## config.mk

```make
export PLATFORM = sky130hd
export DESIGN_NAME = uart_rx_os
export DESIGN_NICKNAME = d
export VERILOG_FILES = /design/src/rtl/uart_pkg.sv /design/src/rtl/uart_os_tick.sv /design/src/rtl/uart_rx_os.sv
export SDC_FILE = /design/constraint.sdc
export NUM_CORES = 1
export LEC_CHECK = 0
export CORE_AREA = 2 2 83 85
export DETAILED_ROUTE_END_ITERATION = 10
export DIE_AREA = 0 0 85 87
export DONT_BUFFER_PORTS = 1
export GPL_TIMING_DRIVEN = 0
export PLACE_DENSITY = 0.54
export SYNTH_ARGS = -nofsm -noshare
export SYNTH_HDL_FRONTEND = slang
export SYNTH_SLANG_ARGS = --single-unit
```

## constraint.sdc

```tcl
create_clock -name clk -period 3.2 [get_ports clk]
set_input_delay 0.96 -clock clk [delete_from_list [all_inputs] [get_ports clk]]
set_output_delay 0.96 -clock clk [all_outputs]
set_load 0.1 [all_outputs]
```

## src/rtl/uart_pkg.sv

```systemverilog
// Shared types and helpers for the oversampling UART receiver.
package uart_pkg;

  typedef enum logic [2:0] {
    ST_IDLE,
    ST_START,
    ST_DATA,
    ST_PAR,
    ST_STOP
  } rx_state_e;

  localparam int PAR_NONE = 0;
  localparam int PAR_ODD  = 1;
  localparam int PAR_EVEN = 2;

  // Clocks per oversample tick, truncated; never below one clock.
  function automatic int calc_div(input int clk_hz, input int baud, input int os);
    int d;
    d = clk_hz / (baud * os);
    return (d < 1) ? 1 : d;
  endfunction

endpackage

```

## src/rtl/uart_os_tick.sv

```systemverilog
// Oversample tick generator: one-clock pulse every DIV clocks, realigned by restart_i.
module uart_os_tick #(
  parameter int DIV = 54
) (
  input  logic clk,
  input  logic rst,
  input  logic restart_i,
  output logic tick_o
);

  localparam int CW = (DIV > 1) ? $clog2(DIV) : 1;

  logic [CW-1:0] cnt_q, cnt_d;

  assign tick_o = (cnt_q == CW'(DIV - 1));

  always_comb begin
    cnt_d = cnt_q + 1'b1;
    if (restart_i || tick_o) cnt_d = '0;
  end

  always_ff @(posedge clk or posedge rst) begin
    if (rst) cnt_q <= '0;
    else     cnt_q <= cnt_d;
  end

endmodule

```

## src/rtl/uart_rx_os.sv

```systemverilog
// Oversampling UART receiver with 2-of-3 mid-bit voting and a one-deep ready/valid output.
// Parity checking is built only when UART_RX_PARITY_EN is defined.
module uart_rx_os
  import uart_pkg::*;
#(
  parameter int CLK_HZ     = 100_000_000,
  parameter int BAUD_RATE  = 115200,
  parameter int OVERSAMPLE = 16,
  parameter int DATA_BITS  = 8,
  parameter int STOP_BITS  = 1,
  parameter int PARITY     = 0
) (
  input  logic                 clk,
  input  logic                 rst,
  input  logic                 rx_in,
  output logic [DATA_BITS-1:0] m_data,
  output logic                 m_valid,
  input  logic                 m_ready,
  output logic                 parity_err,
  output logic                 frame_err,
  output logic                 overrun,
  output logic                 busy
);

  localparam int DIV = calc_div(CLK_HZ, BAUD_RATE, OVERSAMPLE);
  localparam int OSW = $clog2(OVERSAMPLE);
  localparam logic [OSW-1:0] S0 = OSW'(OVERSAMPLE / 2 - 1);
  localparam logic [OSW-1:0] S1 = OSW'(OVERSAMPLE / 2);
  localparam logic [OSW-1:0] S2 = OSW'(OVERSAMPLE / 2 + 1);

  if (!(OVERSAMPLE == 8 || OVERSAMPLE == 16) || DATA_BITS < 5 || DATA_BITS > 9 ||
      !(STOP_BITS == 1 || STOP_BITS == 2) || PARITY < 0 || PARITY > 2) begin : g_bad_cfg
    $error("uart_rx_os: illegal parameter combination");
  end

  logic sync1_q, sync2_q, prev_q, fall, restart, tick, dec, bitv;
  rx_state_e state_q, state_d;
  logic [OSW-1:0] os_q, os_d;
  logic [3:0] bit_q, bit_d;
  logic [DATA_BITS-1:0] shr_q, shr_d;
  logic [1:0] smp_q, smp_d;
  logic ferr_acc_q, ferr_acc_d, fe_frame, frame_done, perr_frame, hs;
  logic [DATA_BITS-1:0] data_q, data_d;
  logic valid_q, valid_d, pe_q, pe_d, fe_q, fe_d, ovr_q, ovr_d;

  always_ff @(posedge clk or posedge rst) begin
    if (rst) begin
      sync1_q <= 1'b1;
      sync2_q <= 1'b1;
      prev_q  <= 1'b1;
    end else begin
      sync1_q <= rx_in;
      sync2_q <= sync1_q;
      prev_q  <= sync2_q;
    end
  end

  assign fall    = prev_q & ~sync2_q;
  assign restart = (state_q == ST_IDLE) && fall;

  uart_os_tick #(.DIV(DIV)) u_tick (
    .clk       (clk),
    .rst       (rst),
    .restart_i (restart),
    .tick_o    (tick)
  );

  // The third vote sample is the live synchronised value, so the decision lands on its tick.
  assign bitv = (smp_q[0] & smp_q[1]) | (smp_q[0] & sync2_q) | (smp_q[1] & sync2_q);

  always_comb begin
    os_d  = os_q;
    smp_d = smp_q;
    dec   = 1'b0;
    if (restart) begin
      os_d = '0;
    end else if (tick && state_q != ST_IDLE) begin
      os_d = os_q + 1'b1;
      if (os_q == S0) smp_d[0] = sync2_q;
      if (os_q == S1) smp_d[1] = sync2_q;
      if (os_q == S2) dec = 1'b1;
    end
  end

`ifdef UART_RX_PARITY_EN
  logic par_q, par_d, perr_acc_q, perr_acc_d;
  assign perr_frame = perr_acc_q;
`else
  assign perr_frame = 1'b0;
`endif

  always_comb begin
    state_d    = state_q;
    bit_d      = bit_q;
    shr_d      = shr_q;
    ferr_acc_d = ferr_acc_q;
    frame_done = 1'b0;
    fe_frame   = ferr_acc_q | ~bitv;
`ifdef UART_RX_PARITY_EN
    par_d      = par_q;
    perr_acc_d = perr_acc_q;
`endif
    case (state_q)
      ST_IDLE: if (restart) state_d = ST_START;
      ST_START: if (dec) begin
        bit_d      = '0;
        ferr_acc_d = 1'b0;
`ifdef UART_RX_PARITY_EN
        par_d      = 1'b0;
        perr_acc_d = 1'b0;
`endif
        state_d    = bitv ? ST_IDLE : ST_DATA;
      end
      ST_DATA: if (dec) begin
        shr_d = {bitv, shr_q[DATA_BITS-1:1]};
`ifdef UART_RX_PARITY_EN
        par_d = par_q ^ bitv;
`endif
        if (bit_q == 4'(DATA_BITS - 1)) begin
          bit_d = '0;
`ifdef UART_RX_PARITY_EN
          state_d = (PARITY != PAR_NONE) ? ST_PAR : ST_STOP;
`else
          state_d = ST_STOP;
`endif
        end else begin
          bit_d = bit_q + 4'd1;
        end
      end
`ifdef UART_RX_PARITY_EN
      ST_PAR: if (dec) begin
        perr_acc_d = (PARITY == PAR_ODD) ? ~(par_q ^ bitv) : (par_q ^ bitv);
        state_d    = ST_STOP;
      end
`endif
      ST_STOP: if (dec) begin
        if (bit_q == 4'(STOP_BITS - 1)) begin
          frame_done = 1'b1;
          state_d    = ST_IDLE;
        end else begin
          bit_d      = bit_q + 4'd1;
          ferr_acc_d = fe_frame;
        end
      end
      default: state_d = ST_IDLE;
    endcase
  end

  // A frame finishing on a handshake cycle takes the freed slot instead of overrunning.
  always_comb begin
    hs      = valid_q & m_ready;
    valid_d = valid_q & ~hs;
    data_d  = data_q;
    pe_d    = pe_q;
    fe_d    = fe_q;
    ovr_d   = 1'b0;
    if (frame_done) begin
      if (valid_q && !hs) begin
        ovr_d = 1'b1;
      end else begin
        valid_d = 1'b1;
        data_d  = shr_q;
        pe_d    = perr_frame;
        fe_d    = fe_frame;
      end
    end
  end

  always_ff @(posedge clk or posedge rst) begin
    if (rst) begin
      state_q    <= ST_IDLE;
      os_q       <= '0;
      bit_q      <= '0;
      shr_q      <= '0;
      smp_q      <= '0;
      ferr_acc_q <= 1'b0;
      data_q     <= '0;
      valid_q    <= 1'b0;
      pe_q       <= 1'b0;
      fe_q       <= 1'b0;
      ovr_q      <= 1'b0;
    end else begin
      state_q    <= state_d;
      os_q       <= os_d;
      bit_q      <= bit_d;
      shr_q      <= shr_d;
      smp_q      <= smp_d;
      ferr_acc_q <= ferr_acc_d;
      data_q     <= data_d;
      valid_q    <= valid_d;
      pe_q       <= pe_d;
      fe_q       <= fe_d;
      ovr_q      <= ovr_d;
    end
  end

`ifdef UART_RX_PARITY_EN
  always_ff @(posedge clk or posedge rst) begin
    if (rst) begin
      par_q      <= 1'b0;
      perr_acc_q <= 1'b0;
    end else begin
      par_q      <= par_d;
      perr_acc_q <= perr_acc_d;
    end
  end
`endif

  assign m_data     = data_q;
  assign m_valid    = valid_q;
  assign parity_err = pe_q;
  assign frame_err  = fe_q;
  assign overrun    = ovr_q;
  assign busy       = (state_q != ST_IDLE);

endmodule

```

Yosys cells after proc, flatten, opt, wreduce, memory -nomap -nowiden. Index checks and enable logic that the tools add are counted.

Flip-flop bits (word level): 42. Input bits: 4. Output and inout port bits: 13.

Add/sub/neg operators: 3. Equal/unequal tests: 15. Multiplexer cells: 31. Bitwise logic cells: 14. Reduce and logical (&&, ||, !) cells: 18.

Operators by type and width (count): $mux W4 (7); $mux W3 (6); $mux W1 (13); $ne A2 B2 Y1 const B (6); $pmux W3 S4 (1); $pmux W4 S3 (1); $add A4 B1 Y4 const B (2); $eq A4 B3 Y1 const B (2); $eq A4 B4 Y1 const B (2); $add A6 B1 Y6 const B (1); $and A1 B1 Y1 (6); $eq A6 B6 Y1 const B (1); $mux W6 (1); $reduce_and A3 Y1 (2); $reduce_and A6 Y1 (1); $reduce_bool A3 Y1 (2); $not A1 Y1 (5); $reduce_and A5 Y1 (1); $logic_not A4 Y1 (1); $reduce_and A2 Y1 (2); $reduce_and A4 Y1 (1); $reduce_bool A2 Y1 (2); $eq A3 B1 Y1 const B (1); $eq A3 B2 Y1 const B (1); 9 further kinds (13).

Depth between registers and ports, before layout. Gate-level depths: netlist of run 1.

Word-level depth: 8. Depth in mapped cells: 7. Depth with buffers taken out: 6.

Modules after synthesis. From an unflattened synthesis of run 1, not the netlist that was laid out.

Cell total of the unflattened synthesis: 168. Area, all modules: 2001.9 sq um.

Modules (own cells, without submodules): uart_rx_os (times used 1, cells each 141, area each 1707.9 sq um, sequential area each 904.6 sq um); uart_os_tick (times used 1, cells each 27, area each 294.0 sq um, sequential area each 150.1 sq um).

Worst setup path before layout of run 1. OpenSTA, ideal clock, no wires.

Path kind: register to output. Start point: register state_q[1]. End point: output port busy. Data arrival time: 1.596 ns. Data required time: 2.240 ns. Path slack: 0.644 ns. Stages on the path, launching flop included: 4. Buffers on the path: 2. Cells stage by stage: dfrtp_1 > clkbuf_1 > or3_1 > clkbuf_1.

Longest elaborated chain between the ends: 1.

RTL lines: from (decl) (line uart_rx_os.sv:37) `rx_state_e state_q, state_d;`; from (signal assigned) (line uart_rx_os.sv:183) `state_q <= state_d;`; $reduce_bool A3 Y1 (line uart_rx_os.sv:214) `assign busy = (state_q != ST_IDLE);`; to (decl) (line uart_rx_os.sv:22) `output logic busy`.

No other way between the ends.

Worst setup path in the final report of run 1. Same ends and word-level chain as after synthesis.

==> metrics, run 1 <==
outcome=finished, final reports clean; Setup crit end kind=primary output; max_cap viols=0; Post-synth ARST share=1.00; CP Data Required Time=2.24 ns; die area=7400 um^2; total routed wirelength=3.40 mm; WP data arrival=2.11 ns; RSZ-0062 raised after global routing=false; post-route ant nets=0; Slew Limit Fails=0; Slew HR=0.104; post-synthesis sequential area ratio=0.521; Final period util=0.959; dominant synthesized flop cell=dfrtp_1; drt first pass iters=4; CTS tree=done; Max Clk Rate=0.326 GHz; Area Overhead vs Synth=9.57%; grt ovf=0; die outline height=87 um; clock skew=0.00787 ns; reg-to-reg slack, setup=0.41 ns; core footprint=6570 um^2; largest net degree at the start of global routing=43; reg2reg end=os_q[3]$_DFFE_PP0P_; worst r2r path cells=6; Avg Inst Size Synth=11.6 um^2; CP peak stage delay=0.98 ns; ant diodes=0; VDD IR max=0.000216 V; row cnt=30; worst-path fanout max=10; Pwr Density=523 nW/um^2; EDFF count, synth=0; Yosys Warn Count=0; type of origin of the critical path=flop; vias in the first global route=1336; Hold EP=sync2_q$_DFF_PP1_; synth top area cells=dfrtp_1 48%, mux2_2 6.1%, mux2_4 5.9%; delay-heaviest family, CP=buffers and inverters; gr usage total=0.101; most frequent cells in the layout=39 x dfrtp_1, 12 x nand2_1, 11 x nor2_1, 11 x mux2_2, 9 x nand3_1; worst r2r src=state_q[1]$_DFFE_PP0P_; I/O pin total=17; hold_buf cts=0; 1st-iter DRT viols=43; Final setup viols=0; Synth Cell Area=2030 um^2; commonest non-fill, non-tap cell in the layout=dfrtp_1; first-pass GRT wire length=6.02 mm; Post-DP HPWL=2.35 mm; per-cell routed wire length=13.0 um; setup repair bufs after CTS=0; Synth Instances=174; Yosys cell types=45; area leader, netlist=dfrtp_1; setup_tns=0 ns; H-Tree Depth=2; Vias=1279; Max Buffers Root-to-Sink=2; Yosys reg bits=42; hold_sp=sync1_q$_DFF_PP1_; syn nets=185; CTS buffer count=5; total clock sinks=42; Crit Path Class=reg2out; Root Buffer=clkbuf_8; Total Nets Final=192; Worst-Skew Late Latency=0.30 ns; Buf/Inv on CP=2; Initial Util=0.308; Tmin final=3.07 ns; Via density=4.88; WHS Path Cells=0; Hold Worst Slack=0.359 ns; placer congestion estimate=0.756; # resized after CTS=0; worst path cell trace=clkbuf_1 -> or3_1 -> clkbuf_1; DRC Markers=0; share of the synthesized area in the top cell type=0.482; Final Hold Viols=0; Top cell by count, worst path=clkbuf_1; actual slew at the worst max-slew pin=1.34 ns; layout cells sized above 1=0.214; I/O Buffers=0; antenna violations before repair=0; Die X-Extent=85 um; slowest stage cell, crit path=clkbuf_1; hold crit path type=reg2reg; CTS clock-pin slew for the worst setup and hold paths=0.09 ns; Leak=1.02 nW
-- power breakdown --
group / internal, mW / switching [mW] / total (mW)
clock network: 0.158 / 0.201 / 0.358
registers: 0.577 / 0.0385 / 0.616
logic: 0.0693 / 0.116 / 0.186
total: 0.804 / 0.356 / 1.16
-- metal layers --
layer	up-vias	share of wire	global-route usage
met1	630	0.49	0.131
met4	0	0.011	0.0361
li1	628	-	-
met3	5	0.037	0.0303
met2	16	0.46	0.161
met5	-	0	0
-- area by class of cell --
class                      instances  area [um^2]
multi-input combinational        118          906
clock buffer                       5         68.8
clock inverter                     3         25.0
inverter                           7         26.3
fill                             663         4350
sequential                        42         1050
buffer                             7         38.8
tap                               80          100
-- sequential cells by signal (all words and copies together), names as in the netlist --
register      count
sync2_q           1
prev_q            1
frame_err         1
u_tick.cnt_q      6
overrun           1
m_valid           1
os_q              4
bit_q             4
ferr_acc_q        1
sync1_q           1
smp_q             2
shr_q             8
state_q           3
m_data            8
-- per-stage QoR --
stage	worst slack [ns]	std cells	cell area [um^2]	total power, mW	util
after floorplan	0.644	174	2030	0.778	-
after global placement	0.433	254	2130	0.812	0.324
after detailed placement	0.433	254	2130	0.816	0.324
after CTS	0.121	262	2220	1.18	0.338
after global routing	0.0136	262	2220	1.23	0.338
final	0.130	262	2220	1.16	0.338
-- cells by family after synthesis --
logic type / count (synthesis) / share of synthesized area
xor+xnor: 6 / 0.0259
other cells: 1 / 0.00185
flops: 42 / 0.521
buf+inv: 14 / 0.0321
simple gates: 62 / 0.179
compound gates: 21 / 0.0673
fa+ha+maj: 8 / 0.0482
mux: 20 / 0.125
-- worst reg2reg max path: stages, from the launching register on --
cell and delay [ns]:
dfrtp_1 0.33, clkbuf_1 0.32, or3_1 0.17, clkbuf_1 0.98, nand3_1 0.32, or3_1 0.41, a21boi_0 0.17
-- cells in the mapped netlist (2+ instances only) --
cell	count
or3_1	4
nand4b_1	2
ha_1	7
clkbuf_1	3
nand2b_1	5
a21oi_1	2
xnor2_1	4
mux2_4	8
o31ai_1	4
nand2_1	12
mux2_2	11
dfrtp_1	39
nor2_1	11
nand4_1	4
a21boi_0	2
nand3_1	9
inv_1	7
nor2b_1	2
nor3_1	2
o21ai_0	8
xor2_1	2
dfstp_2	3
-- worst max path at each step --
stage                                start                  end  slack [ns]  cells after the start
finish              state_q[1]$_DFFE_PP0P_                 busy        0.13                      3
global route        state_q[1]$_DFFE_PP0P_                 busy        0.01                      3
CTS                 state_q[1]$_DFFE_PP0P_                 busy        0.12                      3
detailed placement  state_q[1]$_DFFE_PP0P_  os_q[3]$_DFFE_PP0P_        0.43                      6
global placement    state_q[1]$_DFFE_PP0P_  os_q[3]$_DFFE_PP0P_        0.43                      6
floorplan           state_q[1]$_DFFE_PP0P_                 busy        0.64                      3
(Power assumes the default switching activity.)
==> run 2, diff against run 1 <==
PLACE_DENSITY = unset   (was 0.54)
==> metrics, run 2 (synthesis results as in run 1) <==
# fillers=643 (-3.0%); layout cells sized above 1=0.209 (-0.00549); clock skew=0.00558 ns (-0.00229 ns); CTS tree=done; Die X-Extent=85 um (unchanged); Slew HR=0.100 (-0.00380); Finished Core Util=0.338 (-0.000381); Final period util=0.953 (-0.00603); row cnt=30 (unchanged); Max Buffers Root-to-Sink=2 (unchanged); setup repair bufs after CTS=0 (unchanged); Max Clk Rate=0.328 GHz (+0.63%); Via density=4.84 (-0.78%); Slew Limit Fails=0 (unchanged); setup_tns=0 ns (unchanged); antenna violations before repair=0 (unchanged); hold_buf cts=0 (unchanged); Vias=1269 (-0.78%); H-Tree Depth=2 (unchanged); gr usage total=0.100 (-0.00115); drt first pass iters=4 (unchanged); Pwr Density=521 nW/um^2 (-0.39%); actual slew at the worst max-slew pin=1.35 ns (+0.00570 ns); type of origin of the critical path=flop; placer congestion estimate=0.763 (+0.97%); total routed wirelength=3.33 mm (-2.0%); die outline height=87 um (unchanged); most frequent cells in the layout=39 x dfrtp_1, 12 x nand2_1, 11 x nor2_1, 11 x mux2_2, 9 x nand3_1; Setup crit end kind=primary output; Area Overhead vs Synth=9.45%; per-cell routed wire length=12.7 um (-2.0%); grt ovf=0 (unchanged); Total Nets Final=192 (unchanged); first-pass GRT wire length=5.91 mm (-1.7%); Tmin final=3.05 ns (-0.0193 ns); # resized after CTS=0 (unchanged); worst-path fanout max=10 (unchanged); Initial Util=0.308 (unchanged); post-route ant nets=0 (unchanged); Final Hold Viols=0 (unchanged); die area=7400 um^2 (unchanged); Leak=1.02 nW (+0.34%); Root Buffer=clkbuf_8; WP data arrival=2.09 ns (-0.02 ns); VDD IR max=0.000236 V (+9.3%); CP Data Required Time=2.24 ns (about the same); 1st-iter DRT viols=67 (+56%); Post-DP HPWL=2.31 mm (-1.8%); vias in the first global route=1222 (-8.5%); ant diodes=0 (unchanged); RSZ-0062 raised after global routing=false; hold crit path type=reg2reg; I/O Buffers=0 (unchanged); Final setup viols=0 (unchanged); largest net degree at the start of global routing=43 (unchanged); CTS clock-pin slew for the worst setup and hold paths=0.08 ns (about the same); CTS buffer count=5 (unchanged); outcome=finished, final reports clean; max_cap viols=0 (unchanged); DRC Markers=0 (unchanged); Worst-Skew Late Latency=0.29 ns (about the same); Crit Path Class=reg2out; I/O pin total=17 (unchanged); commonest non-fill, non-tap cell in the layout=dfrtp_1; core footprint=6570 um^2 (unchanged); total clock sinks=42 (unchanged)
[run 2: changes by cell type in the layout (fill, tap and decap cells not counted)]
cell,delta
clkinv_4,-1
clkbuf_1,+1
clkinvlp_4,-1
inv_6,-1
clkbuf_8,+1
clkinv_2,+1
[run 2: area by class of cell]
| type | count | area, um^2 | share of cell area |
|---|---|---|---|
| Buffer | 7 | 38.8 | 0.0175 |
| Tap cell | 80 | 100 | 0.0451 |
| Inverter | 7 | 26.3 | 0.0119 |
| Sequential cell | 42 | 1050 | 0.476 |
| Clock buffer | 7 | 86.3 | 0.0389 |
| Clock inverter | 1 | 5.00 | 0.00226 |
| Multi-Input combinational cell | 118 | 906 | 0.409 |
[run 2: metal layers]
layer | track usage | share of wire | wire length (um)
met3 | 0.0322 | 0.040 | 134
met2 | 0.151 | 0.45 | 1500
met4 | 0.0260 | 0.0093 | 31
met5 | 0 | 0 | 0
met1 | 0.139 | 0.50 | 1660
[run 2: stage by stage]
step	instance area [um^2]	hold WS [ns]	power [mW]	instances	setup slack, ns
after floorplan	2030	0.345	0.778	174	0.644
after global placement	2130	0.347	0.811	254	0.424
after detailed placement	2130	0.349	0.818	254	0.438
after CTS	2220	0.360	1.17	262	0.134
after global routing	2220	0.368	1.23	262	0.000373
final	2220	0.358	1.15	262	0.149
[run 2: report_power, final]
group          internal, mW  leakage (nW)  total, mW  switching [mW]
registers             0.578         0.562      0.619          0.0415
logic                0.0692         0.408      0.189           0.120
clock network         0.174        0.0482      0.346           0.172
total                 0.821          1.02       1.15           0.333
[run 2: final timing paths]
check                                        from              endpoint  slack (ns)  depth (start not counted)
max                        state_q[1]$_DFFE_PP0P_                  busy        0.15                          3
min                             sync1_q$_DFF_PP1_     sync2_q$_DFF_PP1_        0.36                          0
max reg2reg                state_q[1]$_DFFE_PP0P_   os_q[3]$_DFFE_PP0P_        0.43                          6
min reg2reg                     sync1_q$_DFF_PP1_     sync2_q$_DFF_PP1_        0.36                          0
max in group asynchronous                     rst  shr_q[1]$_DFFE_PP0P_        1.94                          1
min in group asynchronous                     rst   os_q[1]$_DFFE_PP0P_        0.73                          1
[run 2: worst max-delay path, cell delays in order, from the launching register on]
cell and delay [ns]:
dfrtp_1 0.32, clkbuf_1 0.33, or3_1 0.16, clkbuf_1 0.98
